**src/rtl/wlo_ctrl_unit.sv**
```systemverilog
// Byte-serial command/control unit for the word-length-optimisation emulator.
// Optional checksum byte on loads and responses: define WLO_CTRL_CHKSUM_EN.
module wlo_ctrl_unit #(
  parameter int         NUM_CHAN = 15,
  parameter int         NUM_PATH = 2,
  parameter int         MSE_W    = 64,
  parameter logic [7:0] SW_RST   = 8'h1E,
  parameter int         TIMEOUT  = 65535,
  parameter int         RST_CYC  = 4
) (
  input  logic                           clk,
  input  logic                           rstn,
  input  logic                           com_rxvalid,
  input  logic [7:0]                     com_rxdata,
  output logic                           com_txvalid,
  output logic [7:0]                     com_txdata,
  input  logic                           com_txready,
  input  logic [NUM_PATH*MSE_W-1:0]      mse_data,
  input  logic                           mse_valid,
  output logic [NUM_PATH*NUM_CHAN*8-1:0] sw_int,
  output logic [NUM_PATH*NUM_CHAN*8-1:0] sw_frac,
  output logic                           start,
  output logic                           soft_rstn,
  output logic                           busy,
  output logic                           err
);

  localparam int N = NUM_PATH * NUM_CHAN;
  localparam int M = NUM_PATH * MSE_W / 8;
`ifdef WLO_CTRL_CHKSUM_EN
  localparam int CK = 1;
`else
  localparam int CK = 0;
`endif
  localparam int RTN_LEN = M + CK;
  localparam int RDB_LEN = 2 * N + CK;
  localparam int TX_MAX  = (RTN_LEN > RDB_LEN) ? RTN_LEN : RDB_LEN;
  localparam int TX_W    = $clog2(TX_MAX + 1);
  localparam int LD_W    = $clog2(N + CK + 1);
  localparam int TO_W    = $clog2(TIMEOUT + 1);
  localparam int RC_W    = $clog2(RST_CYC + 1);

  typedef enum logic [2:0] {IDLE, FLOAD, ILOAD, START, SRST, RETRN, RDBK} state_t;

  state_t                    state;
  logic [N*8-1:0]            shadow;
  logic [LD_W-1:0]           sh_idx;
  logic [TO_W-1:0]           to_cnt;
  logic [RC_W-1:0]           rc_cnt;
  logic [TX_W-1:0]           tx_idx, tx_len;
  logic [NUM_PATH*MSE_W-1:0] cap, tx_buf;
  logic                      mse_pend;
`ifdef WLO_CTRL_CHKSUM_EN
  logic [7:0]                rx_sum, tx_sum;
`endif

  logic [TX_W-1:0] tx_nxt;
  logic [7:0]      tx_pick;
  logic [N*8-1:0]  live_sw;
  logic [N*8-1:0]  shadow_mrg;

  // NOTE: combinational logic uses blocking '=' and assigns every output first,
  // so no latch is inferred; the clocked block below uses '<=' only.
  always_comb begin
    tx_nxt  = tx_idx + 1'b1;
    tx_pick = (state == RETRN) ? 8'(tx_buf >> {tx_nxt, 3'b000})
                               : 8'({sw_int, sw_frac} >> {tx_nxt, 3'b000});
    live_sw = (state == FLOAD) ? sw_frac : sw_int;
    shadow_mrg = shadow;
`ifndef WLO_CTRL_CHKSUM_EN
    // The final frame byte is merged in so the commit sees the complete frame.
    shadow_mrg[sh_idx*8 +: 8] = com_rxdata;
`endif
  end

  always_ff @(posedge clk or negedge rstn) begin
    if (!rstn) begin
      state       <= IDLE;
      sw_int      <= {N{SW_RST}};
      sw_frac     <= {N{SW_RST}};
      // NOTE: the shadow is a register array but has a defined reset value
      // because a timed-out frame reloads it and readback must be deterministic.
      shadow      <= {N{SW_RST}};
      start       <= 1'b0;
      soft_rstn   <= 1'b1;
      com_txvalid <= 1'b0;
      com_txdata  <= 8'h00;
      busy        <= 1'b0;
      err         <= 1'b0;
      mse_pend    <= 1'b0;
      cap         <= '0;
      tx_buf      <= '0;
      sh_idx      <= '0;
      to_cnt      <= '0;
      rc_cnt      <= '0;
      tx_idx      <= '0;
      tx_len      <= '0;
`ifdef WLO_CTRL_CHKSUM_EN
      rx_sum      <= 8'h00;
      tx_sum      <= 8'h00;
`endif
    end else begin
      err   <= 1'b0;
      start <= 1'b0;
      case (state)
        IDLE: begin
          if (com_rxvalid) begin
            case (com_rxdata)
              8'h01: begin state <= START; busy <= 1'b1; start <= 1'b1; end
              8'h02, 8'h03: begin
                state  <= (com_rxdata == 8'h02) ? FLOAD : ILOAD;
                busy   <= 1'b1;
                sh_idx <= '0;
                to_cnt <= '0;
`ifdef WLO_CTRL_CHKSUM_EN
                rx_sum <= 8'h00;
`endif
              end
              8'h04: begin
                state     <= SRST;
                busy      <= 1'b1;
                soft_rstn <= 1'b0;
                rc_cnt    <= RC_W'(RST_CYC - 1);
              end
              8'h05: begin
                state       <= RDBK;
                busy        <= 1'b1;
                com_txvalid <= 1'b1;
                com_txdata  <= sw_frac[7:0];
                tx_idx      <= '0;
                tx_len      <= TX_W'(RDB_LEN);
`ifdef WLO_CTRL_CHKSUM_EN
                tx_sum      <= sw_frac[7:0];
`endif
              end
              default: err <= 1'b1;
            endcase
          end else if (mse_pend) begin
            // Snapshot so a result arriving on this very cycle cannot disturb the reply.
            state       <= RETRN;
            busy        <= 1'b1;
            mse_pend    <= 1'b0;
            tx_buf      <= cap;
            com_txvalid <= 1'b1;
            com_txdata  <= cap[7:0];
            tx_idx      <= '0;
            tx_len      <= TX_W'(RTN_LEN);
`ifdef WLO_CTRL_CHKSUM_EN
            tx_sum      <= cap[7:0];
`endif
          end
        end
        START: begin state <= IDLE; busy <= 1'b0; end
        SRST: begin
          if (rc_cnt == '0) begin
            soft_rstn <= 1'b1;
            state     <= IDLE;
            busy      <= 1'b0;
          end else begin
            rc_cnt <= rc_cnt - 1'b1;
          end
        end
        FLOAD, ILOAD: begin
          if (com_rxvalid) begin
            to_cnt <= '0;
            sh_idx <= sh_idx + 1'b1;
`ifdef WLO_CTRL_CHKSUM_EN
            if (sh_idx == LD_W'(N)) begin
              if (com_rxdata == rx_sum) begin
                if (state == FLOAD) sw_frac <= shadow;
                else                sw_int  <= shadow;
              end else begin
                err    <= 1'b1;
                shadow <= live_sw;
              end
              state <= IDLE;
              busy  <= 1'b0;
            end else begin
              shadow[sh_idx*8 +: 8] <= com_rxdata;
              rx_sum                <= rx_sum ^ com_rxdata;
            end
`else
            shadow <= shadow_mrg;
            if (sh_idx == LD_W'(N - 1)) begin
              if (state == FLOAD) sw_frac <= shadow_mrg;
              else                sw_int  <= shadow_mrg;
              state <= IDLE;
              busy  <= 1'b0;
            end
`endif
          end else if (to_cnt == TO_W'(TIMEOUT - 1)) begin
            err    <= 1'b1;
            shadow <= live_sw;
            state  <= IDLE;
            busy   <= 1'b0;
          end else begin
            to_cnt <= to_cnt + 1'b1;
          end
        end
        RETRN, RDBK: begin
          if (com_txready) begin
            if (tx_idx == tx_len - 1'b1) begin
              com_txvalid <= 1'b0;
              state       <= IDLE;
              busy        <= 1'b0;
            end else begin
              tx_idx <= tx_nxt;
`ifdef WLO_CTRL_CHKSUM_EN
              if (tx_nxt == tx_len - 1'b1) begin
                com_txdata <= tx_sum;
              end else begin
                com_txdata <= tx_pick;
                tx_sum     <= tx_sum ^ tx_pick;
              end
`else
              com_txdata <= tx_pick;
`endif
            end
          end
        end
        default: begin state <= IDLE; busy <= 1'b0; end
      endcase

      if (com_rxvalid && (state inside {START, SRST, RETRN, RDBK})) err <= 1'b1;

      if (mse_valid) begin
        if (state == RETRN) begin
          err <= 1'b1;
        end else begin
          cap      <= mse_data;
          mse_pend <= 1'b1;
        end
      end
    end
  end

endmodule

```
**config.mk**
```make
export PLATFORM = sky130hd
export DESIGN_NAME = wlo_ctrl_unit
export DESIGN_NICKNAME = d
export VERILOG_FILES = /design/src/rtl/wlo_ctrl_unit.sv
export SDC_FILE = /design/constraint.sdc
export NUM_CORES = 2
export LEC_CHECK = 0
export CORE_ASPECT_RATIO = 1.5
export CORE_MARGIN = 5
export CORE_UTILIZATION = 32
export DETAILED_ROUTE_END_ITERATION = 10
export MAX_ROUTING_LAYER = met4
export PLACE_DENSITY_LB_ADDON = 0.05
export SLEW_MARGIN = 20
export SYNTH_ARGS = -nofsm -noshare
export SYNTH_HDL_FRONTEND = slang
export SYNTH_SLANG_ARGS = --single-unit
```
**constraint.sdc**
```tcl
create_clock -name clk -period 3.4 [get_ports clk]
set_clock_uncertainty 0.2 [all_clocks]
set_input_delay 0.85 -clock clk [delete_from_list [all_inputs] [get_ports clk]]
set_output_delay 0.85 -clock clk [all_outputs]
set_load 0.1 [all_outputs]
```
==> metrics <==
clock insertion delay at the later pin of the skew report=770 ps; post-synth top area share=31.6%; fin cells=8295; initial antenna violation count=19; crit end category=flop; cts bufs inserted=110; Total Power=51.7 mW; WS Path Type=reg2reg; P_sw=20.9 mW; Mapped Area=52600 um^2; total wire length=278000 um; Setup-failing EPs final=0; WP data arrival=3730 ps; # rows=182; first-pass GRT wire length=383000 um; Synth cell types=71; DRC=0; vias=47.6k; initial core utilization=32.2%; internal power=30.9 mW; gr usage total=32.1%; I/O pin count=634; combinational share of power=41.9%; Die Y=507 um; layout cells sized above 1=32.8%; hpwl dp=210000 um; GP Congestion=0.943; clock slew at reported path FFs=60 ps; full die area=173000 um^2; Placed Instances=8072; core area=164000 um^2; CTS Root Cell=clkbuf_16; Relative slew margins=20.4%; flop and latch count out of synthesis=1025; register area share after synthesis=49.6%; first drt pass iteration count=6; register share of total power=32.9%; DR WL/cell=33.5 um; number of clock sinks=1025; Hold Path Class=in2reg; unrepaired setup endpoints after global routing=false; Tmin final=3310 ps; die extent in x=341 um; Synth area leaders=dfrtp_1 (32%), dfstp_2 (18%), a21oi_1 (8.0%), mux4_2 (6.3%), nor2_1 (6.1%); Avg Inst Size Synth=10.0 um^2; R2R Path Start=tx_idx[0]; worst-margin pin slew=1190 ps; Achievable Freq=303 MHz; Tcrit/Tclk final=97.2%; ys flop type=dfrtp_1; Critical Path RT=3820 ps; status=completed; syn nets=5397; Initial DRC Count=4724; Startpoint Class=flop; critical hold path startpoint=com_rxvalid; maxcap violations=0; pwr/cell area=765 nW/um^2; H-Tree Depth=3; port buffer count=633; vias in the first global route=46.0k; Worst Setup SP=tx_idx[0]; maximum VDD drop=884 uV; Syn-to-layout area delta=28.4%; crit path max fanout=41; CTS tree=done; total grt overflow=0; sw frac=40.3%; area leader, netlist=dfrtp_1; clock network power share=25.3%; pin count of the biggest net entering global routing=115; Pleak=28.8 nW; vias per cell=5.74; post-synthesis instance total=5246; number of flops mapped to enable cells by yosys=0; Final Slew Violations=0; nets@finish=6220; Synth async-reset ratio=100%; clock tree buffer depth=3; final hold vios=0; synth warn=0; post-route ant nets=0
cell families after synthesis:
logic type	synth area share, %
simple gates	12.7
mux	16.8
xor+xnor	0.466
fa+ha+maj	0.257
flops	49.6
buf+inv	3.50
compound gates	16.7
metrics by stage:
| stage | area [um^2] | setup TNS (ps) | setup WS, ps | util, % | hold WS, ps |
|---|---|---|---|---|---|
| 2_1_floorplan | 52600 | 0 | 51.9 | - | 243 |
| 3_3_place_gp | 63700 | -22640 | -514 | 38.9 | 258 |
| 3_5_place_dp | 63700 | -16670 | -544 | 38.9 | 265 |
| 4_1_cts | 67500 | 0 | 35.9 | 41.2 | 167 |
| 5_1_grt | 67600 | 0 | 0.204 | 41.3 | 209 |
| 6_report | 67600 | 0 | 94.6 | 41.3 | 211 |
power by group through the flow:
stage | Combinational (mW) | Clock [mW] | Sequential [mW]
after floorplan | 11.4 | 0 | 17.2
after global placement | 21.3 | 0 | 17.1
after detailed placement | 21.4 | 0 | 17.2
after CTS | 21.5 | 13.3 | 17.0
after global routing | 22.8 | 13.7 | 17.3
final | 21.6 | 13.1 | 17.0
final timing paths:
kind / slack (ps) / endpoint / depth (start not counted)
worst max-delay path: 90 / com_txdata[4] / 8
worst min-delay path: 210 / shadow[140] / 2
worst max register to register: 90 / com_txdata[4] / 8
worst min register to register: 280 / shadow[16] / 1
max in group asynchronous: 1440 / cap[20] / 3
min in group asynchronous: 430 / shadow[168] / 2
state kept, by name, summed over array words and instances (netlist names), 2 cells and up:
register	cells
state	3
cap	128
to_cnt	16
shadow	240
tx_buf	128
com_txdata	8
rc_cnt	3
tx_idx	6
tx_len	2
sw_int	240
sw_frac	240
sh_idx	5
cell type report:
class | count | area, um^2
clock inverters | 49 | 609
inverters | 18 | 67.6
fillers | 16160 | 96100
clock buffers | 158 | 3190
well taps | 2116 | 2650
diodes | 15 | 37.5
repair buffers | 1161 | 10100
flip-flops and latches | 1025 | 26100
multi-input cells | 3753 | 24900
worst max-delay path: stages (launching register included):
cell	delay, ps
dfrtp_4	550
ha_4	350
buf_12	260
mux4_2	430
mux2i_1	400
o221ai_1	280
buf_4	200
a22oi_1	260
a31oi_1	130
cells in the mapped netlist, drive strengths merged (13+ instances only):
cell type,number
dfstp,361
nor4,15
nand4,13
inv,15
a221o,74
mux4,147
o22ai,47
buf,104
and3,64
nand2,358
a21oi,846
o221ai,32
mux2,267
a32o,15
o21a,71
mux2i,251
nor2,852
a31oi,19
nand3,55
a21o,62
a211oi,67
o21ai,157
a22oi,16
nand2b,13
dfrtp,664
a32oi,33
xor2,19
clkbuf,346
nor3,158
layout by cell type, fill, tap and decap left out, drive strengths merged, types with 9 or more instances in the layout:
| master | netlist | final |
|---|---|---|
| clkbuf | 346 | 158 |
| buf | 104 | 1022 |
| diode | 0 | 15 |
| dfrtp | 664 | 664 |
| a31oi | 19 | 19 |
| mux2i | 251 | 251 |
| and2 | 9 | 9 |
| a32o | 15 | 15 |
| a211oi | 67 | 67 |
| nor4 | 15 | 15 |
| dfstp | 361 | 361 |
| nand2 | 358 | 358 |
| bufinv | 0 | 12 |
| a221o | 74 | 74 |
| xor2 | 19 | 19 |
| a21oi | 846 | 846 |
| nor3 | 158 | 158 |
| o21ai | 157 | 157 |
| a21o | 62 | 62 |
| nor2 | 852 | 852 |
| o22ai | 47 | 47 |
| nand4 | 13 | 13 |
| clkdlybuf4s50 | 0 | 138 |
| o221ai | 32 | 32 |
| mux2 | 267 | 267 |
| nand2b | 13 | 13 |
| inv | 15 | 20 |
| mux4 | 147 | 147 |
| ha | 10 | 10 |
| a32oi | 33 | 33 |
| nand3 | 55 | 55 |
| a22oi | 16 | 16 |
| clkinv | 3 | 29 |
| o21a | 71 | 71 |
| xnor2 | 9 | 9 |
| and3 | 64 | 64 |
what timing repair did:
action / in CTS / in global routing
setup buffers: 0 / 0
endpoints found under the setup margin: 105 / 58
hold buffers: 1 / 0
endpoints found under the hold margin: 2 / 0
resized for setup: 3 / 6
pin swaps: 0 / 0
per-layer routing:
layer / track usage, % / share of wire [%]
met4: 13.2 / 4.9
met2: 49.3 / 46
met5: - / 0
met1: 41.5 / 42
met3: 6.66 / 7.8
(Power assumes the default switching activity.)
